**config.mk**
```make
export PLATFORM = sky130hd
export DESIGN_NAME = door_timer_n
export DESIGN_NICKNAME = d
export VERILOG_FILES = /design/src/rtl/elevator_pkg.sv /design/src/rtl/edge_detect_rise.sv /design/src/rtl/door_timer_n.sv
export SDC_FILE = /design/constraint.sdc
export NUM_CORES = 1
export LEC_CHECK = 0
export ABC_AREA = 1
export CAP_MARGIN = 25
export CORE_AREA = 5 5 56 83
export DETAILED_ROUTE_END_ITERATION = 8
export DIE_AREA = 0 0 61 88
export GPL_ROUTABILITY_DRIVEN = 1
export SLEW_MARGIN = 20
export SYNTH_ARGS = -nofsm -noshare
export SYNTH_HDL_FRONTEND = slang
export SYNTH_HIERARCHICAL = 1
export SYNTH_SLANG_ARGS = --single-unit
```
**constraint.sdc**
```tcl
create_clock -name CP -period 1.4 [get_ports CP]
set_input_delay 0.42 -clock CP [delete_from_list [all_inputs] [get_ports CP]]
set_output_delay 0.42 -clock CP [all_outputs]
set_load 0.005 [all_outputs]
```
**src/rtl/elevator_pkg.sv**
```systemverilog
`default_nettype none
// ============================================================================
//  Module      : elevator_pkg
//  Description : Shared door-timer definitions. Holds the door sequencer state
//                encoding and the default animation/hold/extension constants
//                used as parameter defaults by door_timer_n.
//  Revision    : 1.0 - initial release
// ============================================================================
package elevator_pkg;

    // Door sequencer states. The width is fixed so the encoding is stable
    // across tools and visible in waveforms.
    typedef enum logic [2:0] {
        DS_IDLE    = 3'd0,
        DS_OPENING = 3'd1,
        DS_HOLD    = 3'd2,
        DS_CLOSING = 3'd3,
        DS_DONE    = 3'd4
    } door_state_t;

    localparam int DOOR_STAGES = 4;
    localparam int DOOR_HOLD   = 16;
    localparam int DOOR_EXT    = 20;

endpackage
`default_nettype wire

```
**src/rtl/edge_detect_rise.sv**
```systemverilog
`default_nettype none
// ============================================================================
//  Module      : edge_detect_rise
//  Description : 1-bit rising-edge detector. rise_o is high for the CP cycle
//                in which d_i is high and was low on the previous CP edge.
//  Ports       : CP     - clock
//                rst    - synchronous active-high reset (clears history)
//                d_i    - level input, already synchronous to CP
//                rise_o - rising-edge indication
//  Revision    : 1.0 - initial release
// ============================================================================
module edge_detect_rise (
    input  logic CP,
    input  logic rst,
    input  logic d_i,
    output logic rise_o
);

    logic prev_q;

    always_ff @(posedge CP) begin
        if (rst) begin
            prev_q <= 1'b0;
        end else begin
            prev_q <= d_i;
        end
    end

    assign rise_o = d_i & ~prev_q;

endmodule
`default_nettype wire

```
**src/rtl/door_timer_n.sv**
```systemverilog
`default_nettype none
// ============================================================================
//  Module      : door_timer_n
//  Description : Parametrised door-open sequencer. Steps the door animation
//                open, holds it fully open for a tick-counted time, then
//                steps it closed. Supports obstruction re-open, close-now,
//                a bounded number of delay-close extensions and an end_open
//                completion pulse. All timing advances on the tick strobe.
//  Ports       : CP         - system clock
//                rst        - synchronous active-high reset
//                tick       - one-cycle timing strobe
//                st_open    - level open request from the control FSM
//                delay      - delay-close button (rising edge honoured)
//                close      - close-now button, sampled on tick
//                obstruct   - obstruction sensor, sampled on tick
//                disp_stage - door position, 0 = closed, STAGES-1 = open
//                count      - remaining hold ticks while holding, else 0
//                end_open   - one-cycle pulse when the door has closed
//                busy       - high whenever the sequencer is not idle
//                ext_used   - delay extensions consumed this open cycle
//  Revision    : 1.0 - initial release
// ============================================================================
module door_timer_n
    import elevator_pkg::*;
#(
    parameter int STAGES     = DOOR_STAGES,
    parameter int HOLD_TICKS = DOOR_HOLD,
    parameter int EXT_TICKS  = DOOR_EXT,
    parameter int MAX_EXT    = 3,
    parameter int CW         = 7
) (
    input  logic                      CP,
    input  logic                      rst,
    input  logic                      tick,
    input  logic                      st_open,
    input  logic                      delay,
    input  logic                      close,
    input  logic                      obstruct,
    output logic [$clog2(STAGES)-1:0] disp_stage,
    output logic [CW-1:0]             count,
    output logic                      end_open,
    output logic                      busy,
    output logic [1:0]                ext_used
);

    localparam int SW = $clog2(STAGES);

    localparam logic [SW-1:0] C_TOP    = SW'(STAGES - 1);
    localparam logic [SW-1:0] C_TOP_M1 = SW'(STAGES - 2);
    localparam logic [SW-1:0] C_ONE    = SW'(1);
    localparam logic [CW-1:0] C_HOLD   = CW'(HOLD_TICKS);
    localparam logic [CW-1:0] C_EXT    = CW'(EXT_TICKS);
    localparam logic [CW-1:0] C_CNT1   = CW'(1);
    localparam logic [1:0]    C_MAX    = 2'(MAX_EXT);

    door_state_t state_q;
    logic        ext_pend_q;   // delay honoured while opening, applied at hold entry
    logic        w_delay_rise;
    logic        w_delay_ok;

    edge_detect_rise u_delay_edge (
        .CP     (CP),
        .rst    (rst),
        .d_i    (delay),
        .rise_o (w_delay_rise)
    );

    // A delay press only counts while the door is opening or holding and the
    // per-cycle extension budget is not yet spent.
    assign w_delay_ok = w_delay_rise
                      && ((state_q == DS_OPENING) || (state_q == DS_HOLD))
                      && (ext_used < C_MAX);

    always_ff @(posedge CP) begin
        if (rst) begin
            state_q    <= DS_IDLE;
            disp_stage <= '0;
            count      <= '0;
            end_open   <= 1'b0;
            busy       <= 1'b0;
            ext_used   <= 2'd0;
            ext_pend_q <= 1'b0;
        end else begin
            end_open <= 1'b0;

            if (w_delay_ok) begin
                ext_used <= ext_used + 2'd1;
            end

            case (state_q)
                DS_IDLE: begin
                    if (st_open) begin
                        state_q    <= DS_OPENING;
                        busy       <= 1'b1;
                        ext_pend_q <= 1'b0;
                    end
                end

                DS_OPENING: begin
                    if (w_delay_ok) begin
                        ext_pend_q <= 1'b1;
                    end
                    if (tick) begin
                        if (!st_open) begin
                            // Abort: close from where the door is now. count
                            // is already 0 outside HOLD.
                            state_q <= DS_CLOSING;
                        end else begin
                            disp_stage <= disp_stage + 1'b1;
                            if (disp_stage == C_TOP_M1) begin
                                state_q    <= DS_HOLD;
                                // A press on the entry tick itself also counts.
                                count      <= (ext_pend_q || w_delay_ok) ? C_EXT : C_HOLD;
                                ext_pend_q <= 1'b0;
                            end
                        end
                    end
                end

                DS_HOLD: begin
                    if (tick) begin
                        if (!st_open || close) begin
                            // Close/abort wins over any reload on the same tick;
                            // ext_used has still been stepped above.
                            state_q <= DS_CLOSING;
                            count   <= '0;
                        end else if (w_delay_ok) begin
                            count <= C_EXT;
                        end else if (obstruct) begin
                            count <= C_HOLD;
                        end else if (count <= C_CNT1) begin
                            state_q <= DS_CLOSING;
                            count   <= '0;
                        end else begin
                            count <= count - 1'b1;
                        end
                    end else if (w_delay_ok) begin
                        // Delay reload is the one hold-time change allowed
                        // between ticks.
                        count <= C_EXT;
                    end
                end

                DS_CLOSING: begin
                    if (tick) begin
                        if (obstruct) begin
                            // Reverse direction one stage; reaching the top
                            // restarts a full hold.
                            if (disp_stage >= C_TOP_M1) begin
                                disp_stage <= C_TOP;
                                state_q    <= DS_HOLD;
                                count      <= C_HOLD;
                            end else begin
                                disp_stage <= disp_stage + 1'b1;
                                state_q    <= DS_OPENING;
                            end
                        end else if (disp_stage <= C_ONE) begin
                            disp_stage <= '0;
                            end_open   <= 1'b1;
                            state_q    <= DS_DONE;
                        end else begin
                            disp_stage <= disp_stage - 1'b1;
                        end
                    end
                end

                DS_DONE: begin
                    if (!st_open) begin
                        state_q  <= DS_IDLE;
                        busy     <= 1'b0;
                        ext_used <= 2'd0;
                    end
                end

                default: begin
                    state_q <= DS_IDLE;
                    busy    <= 1'b0;
                end
            endcase
        end
    end

endmodule
`default_nettype wire

```
==> Yosys cells after proc, flatten, opt, wreduce, memory -nomap -nowiden <==
Cells that the tools add are included.
{ "totals": {"register_bits": 18, "in_bits": 7, "out_inout_bits": 13, "wordCells": 107} }
{ "classes": {"n_addsub": 4, "n_lt_le_gt_ge": 4, "eq_ne": 20, "mux": 49, "n_bitwise": 5, "reduce_logical": 17} }
{ "ops": {"columns": ["operator", "count"], "rows": [
  ["$mux W7", 12],
  ["$mux W3", 14],
  ["$pmux W7 S3", 1],
  ["$mux W2", 10],
  ["$ne A2 B2 Y1 const B", 8],
  ["$pmux W3 S5", 1],
  ["$reduce_and A10 Y1", 1],
  ["$ne A3 B2 Y1 const B", 3],
  ["$mux W1", 8],
  ["$reduce_and A8 Y1", 1],
  ["$le A7 B1 Y1 const B", 1],
  ["$sub A7 B1 Y7 const B", 1],
  ["$eq A3 B2 Y1 const B", 2],
  ["$ne A3 B3 Y1 const B", 2],
  ["$add A2 B1 Y2 const B", 2],
  ["$not A1 Y1", 4],
  ["$pmux W2 S2", 1],
  ["$reduce_and A4 Y1", 1],
  ["$reduce_bool A2 Y1", 2],
  ["$reduce_or A4 Y1", 1],
  ["$eq A3 B1 Y1 const B", 1],
  ["$eq A3 B3 Y1 const B", 1],
  ["$logic_not A3 Y1", 1],
  ["$logic_or A1 B1 Y1", 3],
  ["16 further kinds", 17]
]} }

==> Depth between registers and ports, before layout <==
{ "logic_depth": {"word_depth": 10, "depth_mapped": 11, "mapped_depth_nobuf": 11} }

==> Cells and area by module <==
Netlist, hierarchy kept.
{ "modules_own_cells": {"columns": ["mod", "n_inst", "cells_each", "area_each_um2", "seq_area_each_um2"], "rows": [
  ["door_timer_n", 1, 198, 1262.5, 340.3],
  ["edge_detect_rise", 1, 4, 31.3, 20.0]
]} }

==> Worst setup path before layout <==
OpenSTA, ideal clock, no wires.
{ "synth_path": {"kind": "reg-to-reg", "from": "reg disp_stage[0]", "to": "reg count[1]", "t_arrival_ps": 1399, "t_required_ps": 1334, "slack_ps": -65, "path_stages_with_launch": 10, "period_less_slack_ps": 1465, "path_cell_list": "dfxtp_1 > inv_1 > ha_1 > nor2_1 > nor2_1 > nor2_1 > nor2_1 > nand3_2 > or2_0 > a21oi_2"} }
{ "synth_between": {"elab_chain_len": 3} }
{ "synth_lines": {"columns": ["element", "line_no", "rtl"], "rows": [
  ["from (decl)", "door_timer_n.sv:39", "output logic [$clog2(STAGES)-1:0] disp_stage,"],
  ["from (signal assigned)", "door_timer_n.sv:109", "disp_stage <= disp_stage + 1'b1;"],
  ["from (signal assigned)", "door_timer_n.sv:154", "disp_stage <= disp_stage + 1'b1;"],
  ["from (signal assigned)", "door_timer_n.sv:162", "disp_stage <= disp_stage - 1'b1;"],
  ["$ge A2 B2 Y1 or $eq A2 B2 Y1 (tied branches)", "door_timer_n.sv:149, door_timer_n.sv:110", null],
  ["$ne A2 B2 Y1 (no source line) or $ne A2 B1 Y1 (tied branches)", null, null],
  ["$reduce_and A8 Y1 (no source line) (*)", null, null],
  ["to (signal assigned)", "door_timer_n.sv:113", "count <= (ext_pend_q || w_delay_ok) ? C_EXT : C_HOLD;"],
  ["to (signal assigned)", "door_timer_n.sv:135", "count <= count - 1'b1;"],
  ["to (decl)", "door_timer_n.sv:40", "output logic [CW-1:0] count,"]
]} }
Every way passes the cells marked *; elsewhere a longest branch is shown, timed or not.
A chain may end at the register's enable or synchronous reset.

==> Worst setup path after layout <==
Ends and elaborated chain as after synthesis.

==> impl_results.rst <==
.. list-table::
   :header-rows: 1

   * - Metric
     - Value
   * - Status
     - finished, violations left
   * - Failing checks
     - negative setup slack
   * - Clock buffer count from CTS
     - 3
   * - Area share of the largest cell type after synthesis
     - 27.85%
   * - Remaining design rule violation count
     - 0
   * - Filler cell count in the final layout
     - 361
   * - Fraction of layout instances using a drive strength above 1
     - 49.46%
   * - Number of antenna violations at the first check in global routing
     - 0
   * - Data arrival time of the worst path
     - 1.66 ns
   * - Main flop type after synthesis
     - dfxtp_1
   * - Clock-pin slew reported for the worst setup and hold paths after clock tree synthesis
     - 0.08 ns
   * - Via count of the first global-routing pass
     - 1512
   * - Aggregate routed wire length
     - 3962 um
   * - Number of instances in the synthesized netlist
     - 202
   * - Async set-or-reset flop fraction in the synthesized netlist
     - 0%
   * - Crit end category
     - flop
   * - Dominant cell type by area after synthesis
     - dfxtp_1
   * - Final critical-path share of the clock period
     - 105.1%
   * - Leakage power figure
     - 1.078 nW
   * - Net count after synthesis
     - 217
   * - Post-synth EDFFs
     - 0
   * - Smallest setup slack after layout
     - -0.07129 ns
   * - Final-report max-slew violation count
     - 0
   * - Root cell of the clock tree
     - clkbuf_8
   * - Most common library cells after synthesis
     - nand2_1 (53), nor2_1 (35), dfxtp_1 (18), inv_1 (16), nand3_1 (16)
   * - Register bit count reported by yosys
     - 18
   * - Maximum number of pins on one net before global-route repair
     - 11
   * - Antenna-violating nets left
     - 0
   * - Floorplan Core Area
     - 3854 um^2
   * - Worst-skew pair later-pin latency
     - 0.26 ns
   * - Area taken by flip-flops and latches
     - 390.4 um^2
   * - Unrepaired setup endpoints after global routing
     - yes
   * - Port-buffer cells
     - 19
   * - Data required time of the critical path
     - 1.59 ns
   * - Final clock skew
     - 0.007107 ns
   * - Number of hold violations in the final report
     - 0
   * - Tightest Pin Transition
     - 0.2688 ns
   * - Cell Rows
     - 28
   * - Starting Density
     - 33.57%
   * - Post-synthesis cell type count
     - 29
   * - TritonCTS clock tree
     - yes
   * - Global-route wire length before repair
     - 6265 um
   * - Area added between synthesis and finish
     - 76.11%
   * - Buffer levels on the longest clock path
     - 2
   * - Number of vias in the routed layout
     - 1564
   * - Final number of setup-violating endpoints
     - 5
   * - Worst Setup Slack post-DPL
     - -0.5797 ns
   * - Max-cap violation count
     - 0
   * - Hold buffers post-CTS
     - 0
   * - Minimum clock period after layout
     - 1.471 ns
   * - I/O pin total
     - 20
   * - Die area
     - 5368 um^2
   * - Power Dens Cells
     - 1806 nW/um^2
   * - Critical path fanouts, max
     - 6
   * - Router iterations before antenna repair
     - 4
   * - Cell with the most instances after synthesis
     - nand2_1
   * - Biggest area contributors in the synthesized netlist
     - dfxtp_1 (28%), nand2_1 (15%), nor2_1 (10%)
   * - Fraction of the yosys area taken by sequential cells
     - 27.85%
   * - Total grt overflow
     - 0
   * - Number of H-tree levels
     - 1
   * - Worst Setup Start Kind
     - flop
   * - Area used by multi-input combinational logic
     - 1099 um^2
   * - Dpl hpwl
     - 2821 um
   * - Hold/Removal Path Class
     - flop to flop
   * - Utilization after layout
     - 59.12%
   * - Delay-heaviest family, CP
     - simple AND/OR/NAND/NOR gates
   * - Final GP Congestion
     - 0.8379
   * - Critical setup path kind
     - flop to flop
   * - Number of warnings reported in the yosys synthesis log
     - 6
   * - CP Cell Sequence
     - inv_4 > ha_4 > nor2_4 > nor2_4 > nor2_2 > nor2_2 > nand3_4 > or2_1 > a21oi_2
   * - Non-Filler Instances
     - 322
   * - Max rail drop VDD
     - 1.272 mV
   * - Worst slew margin relative to its limit
     - 81.89%
   * - Placed Cells
     - 311
   * - Maximum clock frequency
     - 679.7 MHz
   * - Violation count after the first detailed-route iteration
     - 53
   * - Num Clock Sinks
     - 18
   * - Global-route total usage across every layer
     - 15.47%
   * - Horizontal die dimension
     - 61 um
   * - Slowest-stage cell, CP
     - dfxtp_4
   * - Number of vias per cell
     - 4.857
   * - Netlist area before placement
     - 1294 um^2
   * - Critical path's largest stage delay
     - 0.35 ns
   * - Number of nets in the layout
     - 293
   * - Avg Synthesized Cell Area
     - 6.405 um^2
   * - Antenna fix cells
     - 0
   * - Mean routed wirelength per cell
     - 12.30 um
   * - Vertical extent of the die
     - 88 um
   * - WP buf/inv
     - 1
## cell families (layout without fill, tap and decap cells)
logic type | Yosys count | after routing | synth area share (%)
buffers and inverters | 25 | 100 | 7.737
xor gates and xnor gates | 4 | 4 | 2.708
DFF | 18 | 18 | 27.85
adders and majority gates | 8 | 8 | 7.737
and+or+nand+nor | 124 | 124 | 43.62
AOI/OAI and AO/OA | 23 | 23 | 10.35
## worst reg2reg max path, delay by kind of cell, from the launching register on
family | cells | cell delay (ns)
flip-flops | 1 | 0.35
adder cells (fa/ha/maj) | 1 | 0.17
AO/OA/AOI/OAI | 1 | 0.12
buffers and inverters | 1 | 0.06
AND/OR/NAND/NOR | 6 | 0.69
## state kept, by name, indices dropped and copies added (netlist names)
name and cells:
ext_used 2, u_delay_edge/prev_q 1, end_open 1, ext_pend_q 1, busy 1, count 7, disp_stage 2, state_q 3
## worst paths after layout
check / from / to / slack [ns] / cells after the start
worst max register to register: disp_stage[0] / count[1] / -0.07 / 9
worst max-delay path: disp_stage[0] / count[1] / -0.07 / 9
worst min register to register: busy / busy / 0.46 / 2
worst min-delay path: busy / busy / 0.46 / 2
## routing by layer
layer / vias to the layer above / share of wire (%) / global-route usage [%]
li1: 796 / - / -
met1: 723 / 37 / 16.46
met2: 35 / 57 / 28.04
met3: 10 / 2.6 / 2.360
met4: 0 / 3.1 / 8.284
met5: - / 0 / 0
## repair_timing
action,CTS,global route
setup buffers,6,2
setup endpoints to repair,25,18
gates resized for setup,53,59
pin swaps,22,23
hold endpoints to repair,0,0
## power breakdown
part	leakage, nW	switching [W]	internal (W)
combinational	0.901	0.00150	0.00137
clock	0.0228	0.000186	0.000202
sequential	0.155	0.000170	0.000692
total	1.08	0.00185	0.00226
## layout by cell type, fill, tap and decap left out, types with 2 or more instances in the layout
cell type	count
a21oi_2	3
nand3_4	3
buf_6	3
o21ai_0	6
dfxtp_1	4
inv_1	12
o21ai_2	2
nand3_1	12
nand3_2	4
nor2_2	7
dlygate4sd2_1	13
buf_4	52
nand4_1	2
xor2_1	4
inv_4	3
nand2_2	9
inv_2	6
clkdlybuf4s15_1	4
dfxtp_4	5
nand3b_1	2
nand2_4	2
ha_2	2
nor2_4	14
ha_4	4
nand2_1	44
dfxtp_2	9
ha_1	2
nor2_1	20
nor3_1	2
clkbuf_8	3
a21oi_1	5
## area by class of cell
type                       count  area share [%]
sequential                    18           17.13
inverter                      22           4.174
tap                           45           2.471
clock buffer                   4           1.977
multi-input combinational    159           48.22
timing repair buffer          74           26.03
## stage by stage
| stage | area, um^2 | TNS (ns) | hold slack [ns] | total power, W |
|---|---|---|---|---|
| floorplan | 1324 | 0 | 0.4553 | 0.002048 |
| global placement | 1906 | -6.169 | 0.4523 | 0.003065 |
| detailed placement | 1906 | -6.406 | 0.4527 | 0.003062 |
| CTS | 2052 | -0.1094 | 0.4653 | 0.003660 |
| global route | 2278 | -0.9836 | 0.5115 | 0.004497 |
| finish | 2278 | -0.1133 | 0.4635 | 0.004116 |
Note: power is estimated with default switching activity, not from simulation.
==> RTL change 1 (same settings) <==
Re-encode `door_state_t` (5 states) as one-hot, 5 bits wide.
--- a/src/rtl/elevator_pkg.sv
+++ b/src/rtl/elevator_pkg.sv
@@ -10,12 +10,12 @@
 
     // Door sequencer states. The width is fixed so the encoding is stable
     // across tools and visible in waveforms.
-    typedef enum logic [2:0] {
-        DS_IDLE    = 3'd0,
-        DS_OPENING = 3'd1,
-        DS_HOLD    = 3'd2,
-        DS_CLOSING = 3'd3,
-        DS_DONE    = 3'd4
+    typedef enum logic [4:0] {
+        DS_IDLE    = 5'b00001,
+        DS_OPENING = 5'b00010,
+        DS_HOLD    = 5'b00100,
+        DS_CLOSING = 5'b01000,
+        DS_DONE    = 5'b10000
     } door_state_t;
 
     localparam int DOOR_STAGES = 4;
Formal check against the unedited RTL: no difference found for any inputs over 10 cycles, from zero or initial values and one cycle with rst high; not proved beyond that.
==> RTL change 1 against the unedited design <==
  * The run still ends with negative setup slack left
  * Clock skew fell by 3.3 ps
  * Synthesized cell count increased by 7.9%
  * Largest power group unchanged
  * Power rose by 14%
  * Worst hold slack better by 49 ps
  * Setup slack worse by 98 ps
  * Wire length grew 24%
  * Synthesized area increased by 13%
  * Cell area increased by 18%
  * Highest routed layer unchanged
  * Count of clock-buffer cells in the layout shrank 1
  * Sequential cell count increased by 2
==> RTL change 1: results <==
export IMPL_grt_pass1_vias=1914
export IMPL_worstRegToRegCells=11
export IMPL_cp_slowest_cell="dfxtp_4"
export IMPL_clk_path_buf_depth=2
export IMPL_maxSlewViolCount=0
export IMPL_grt_start_max_net_pins=13
export IMPL_fin_nets=331
export IMPL_routed_wl_met3_um=121
export IMPL_drtIter0Drc=64
export IMPL_ir_drop_mv=1.05
export IMPL_max_slew_margin_pct=74.7
export IMPL_synth_area_leaders="dfxtp_1, nand2_1, nor2_1"
export IMPL_final_setup_viol_count=15
export IMPL_hold_depth=2
export IMPL_drt_pre_antenna_iters=4
export IMPL_top_layer="met4"
export IMPL_dpl_instance_area_um2=2100
export IMPL_leakagePower_nw=1.31
export IMPL_grt_pass1_wl_um=8220
export IMPL_fillers=310
export IMPL_cts_root_buf="clkbuf_8"
export IMPL_antenna_cells=0
export IMPL_via_per_inst=5.04
export IMPL_seq_area_frac_synth_pct=27.4
export IMPL_finalSetupTns_ps=-1550
export IMPL_async_flop_share_pct=0
export IMPL_wl_met2_um=2810
export IMPL_fin_ws_ps=-170
export IMPL_wirelength_um=4920
export IMPL_drt_met1_wl_um=1770
export IMPL_violations="negative setup slack"
export IMPL_yosys_top_cells_count="nand2_1, nor2_1, inv_1, dfxtp_1, nand3_1"
export IMPL_synth_distinct_cells=29
export IMPL_critical_path_max_fanout=6
export IMPL_ys_warn_count=6
export IMPL_hold_class="reg2reg"
export IMPL_grt_usage_pct=19.9
export IMPL_finClkSkew_ps=3.83
export IMPL_gp_congestion=0.899
export IMPL_dp_hpwl_um=3330
export IMPL_reg_top3="count x7, state_q x5"
export IMPL_drive_gt1_share_pct=54.3
export IMPL_cpLargestDelayFamily="simple AND/OR/NAND/NOR gates"
export IMPL_status="finished with violations"
export IMPL_antenna_found_initial=0
export IMPL_synthesis_nets=233
export IMPL_critPathMaxStageDelay_ps=390
export IMPL_insertion_delay_ps=260
[RTL change 1: changes by cell type after synthesis, moves of 2 or more]
cell,delta
nand2_1,-5
nand2_4,+2
a21oi_1,+5
dfxtp_1,+2
nand4_1,+5
nor3_1,+2
inv_1,+6
a31oi_1,-2
xor2_1,-2
nand3_4,+2
[RTL change 1: cell families after synthesis]
kind of cell / Yosys count / share of synthesized area [%]
and+or+nand+nor: 132 / 46.8
AOI/OAI and AO/OA: 27 / 9.91
adders and majority gates: 8 / 6.84
buffers and inverters: 28 / 7.26
DFF: 20 / 27.4
xor gates and xnor gates: 3 / 1.80
[RTL change 1: metrics by stage]
| stage | hold slack [ps] | utilization [%] | setup WS (ps) | cells |
|---|---|---|---|---|
| 2_1_floorplan | 475 | - | -12.1 | 218 |
| 3_3_place_gp | 496 | 54.5 | -540 | 328 |
| 3_5_place_dp | 495 | 54.5 | -568 | 328 |
| 4_1_cts | 507 | 66.3 | -157 | 355 |
| 5_1_grt | 535 | 69.9 | -266 | 360 |
| 6_report | 512 | 69.9 | -170 | 360 |
[RTL change 1: final cells by class]
| cell class | count | area share (%) |
|---|---|---|
| clock inverter | 1 | 1.11 |
| inverter | 27 | 4.13 |
| clock buffer | 3 | 1.53 |
| multi-input combinational | 170 | 45.5 |
| timing repair buffer | 94 | 29.7 |
| sequential | 20 | 16.0 |
| tap | 45 | 2.09 |
[RTL change 1: path summary, 6_finish.rpt]
| path | startpoint | endpoint | slack [ps] |
|---|---|---|---|
| min | ext_pend_q | ext_pend_q | 510 |
| max | state_q[0] | state_q[2] | -170 |
| min reg2reg | ext_pend_q | ext_pend_q | 510 |
| max reg2reg | state_q[0] | state_q[2] | -170 |
[RTL change 1: worst min-delay path, cell delays in order (launching register included)]
cell	delay, ps
dfxtp_1	320
o211ai_1	90
a21oi_1	60
[RTL change 1: metal layers]
metal	global-route usage, %	up-vias
met4	10.1	0
li1	-	906
met3	1.92	19
met2	38.6	42
met5	0	-
met1	19.9	847
[RTL change 1: what timing repair did]
item / CTS / global route
resized for setup: 86 / 34
hold endpoints to repair: 0 / 0
setup endpoints to repair: 32 / 23
setup buffers: 23 / 5
pin swaps: 30 / 22
[RTL change 1: report_power, final]
part | total, mW | switching (mW) | leakage, nW | internal [mW]
Clock | 0.596 | 0.214 | 0.0357 | 0.382
Sequential | 0.937 | 0.164 | 0.170 | 0.773
Combinational | 3.17 | 1.67 | 1.11 | 1.50
Total | 4.70 | 2.05 | 1.31 | 2.65
==> RTL change 2 (same settings) <==
Made on the original files. Set the package constant `DOOR_STAGES` to 2 (it was 4).
--- a/src/rtl/elevator_pkg.sv
+++ b/src/rtl/elevator_pkg.sv
@@ -18,7 +18,7 @@
         DS_DONE    = 3'd4
     } door_state_t;
 
-    localparam int DOOR_STAGES = 4;
+    localparam int DOOR_STAGES = 2;
     localparam int DOOR_HOLD   = 16;
     localparam int DOOR_EXT    = 20;
 
Interface: changed (resized disp_stage); port bits go from 20 to 19. The function was not compared with the original's and may differ.
==> RTL change 2 against the unedited design <==
  * Non-clock buffer count fell by 9
  * Utilization fell by 6.8 points
  * Critical endpoint is now count[0]
  * Synthesized area fell by 12%
  * Global-route usage fell by 1.3 points
  * Cell area fell by 11%
  * First-iteration DRC count fell by 36%
  * Count of clock-buffer cells in the layout did not move
  * Power rose by 6.8%
  * Largest cell class unchanged
  * Wire length fell by 7.6%
  * Sequential cell count fell by 1
  * Setup slack improved by 110 ps
==> RTL change 2: results <==
export IMPL_cts_setup_buffers=7
export IMPL_wl_met2_um=2050
export IMPL_grt_pass1_wl_um=5770
export IMPL_ir_drop_mv=1.20
export IMPL_hold_start="delay"
export IMPL_hold_end="u_delay_edge/prev_q"
export IMPL_netSwitchingFraction_pct=46.5
export IMPL_finClkSkew_ps=6.46
export IMPL_synth_area_leaders="dfxtp_1, nand2_1, nor2_1"
export IMPL_yosysTopAreaCellShare_pct=30.0
export IMPL_use_met2_pct=25.6
export IMPL_p_switching_mw=2.04
export IMPL_crit_path_start="state_q[0]"
export IMPL_critical_path_endpoint="count[0]"
export IMPL_fin_nets=267
export IMPL_place_ws_ps=-563
export IMPL_tightest_slew_ps=338
export IMPL_drtIter0Drc=34
export IMPL_grt_pass1_vias=1357
export IMPL_routed_wl_met3_um=137
export IMPL_hold_depth=3
export IMPL_status="complete, no violations"
export IMPL_arrival_ps=1540
export IMPL_r2r_end="count[0]"
export IMPL_synthesis_nets=198
export IMPL_hold_class="in2reg"
export IMPL_seqPwrFrac_pct=19.3
export IMPL_seq_area_frac_synth_pct=30.0
export IMPL_drive_gt1_share_pct=49.2
export IMPL_drt_met1_wl_um=1370
export IMPL_gp_congestion=0.839
export IMPL_max_freq_mhz=733
RTL change 2: cell types whose count changed after synthesis, moves of 4 or more:
cell | unedited run | this run
inv_1 | 16 | 26
nand2_1 | 53 | 44
ha_1 | 8 | 3
inv_2 | 6 | 1
nor2_2 | 4 | 8
RTL change 2: logic make-up after synthesis:
group / share of synthesized area (%)
buf+inv: 9.26
simple gates: 42.8
fa+ha+maj: 3.31
compound gates: 11.6
xor+xnor: 3.09
flops: 30.0
RTL change 2: per-stage QoR:
stage	area, um2	instances	TNS, ps
floorplan	1130	188	0
global placement	1660	287	-6430
detailed placement	1660	287	-6570
CTS	1790	298	0
global route	2020	301	-329
finish	2020	301	0
RTL change 2: final cells by class:
cell class	instances	area (um2)
multi-input combinational	143	916
clock buffer	4	45.0
tap	45	56.3
inverter	27	106
sequential	17	358
timing repair buffer	65	537
fill	385	1840
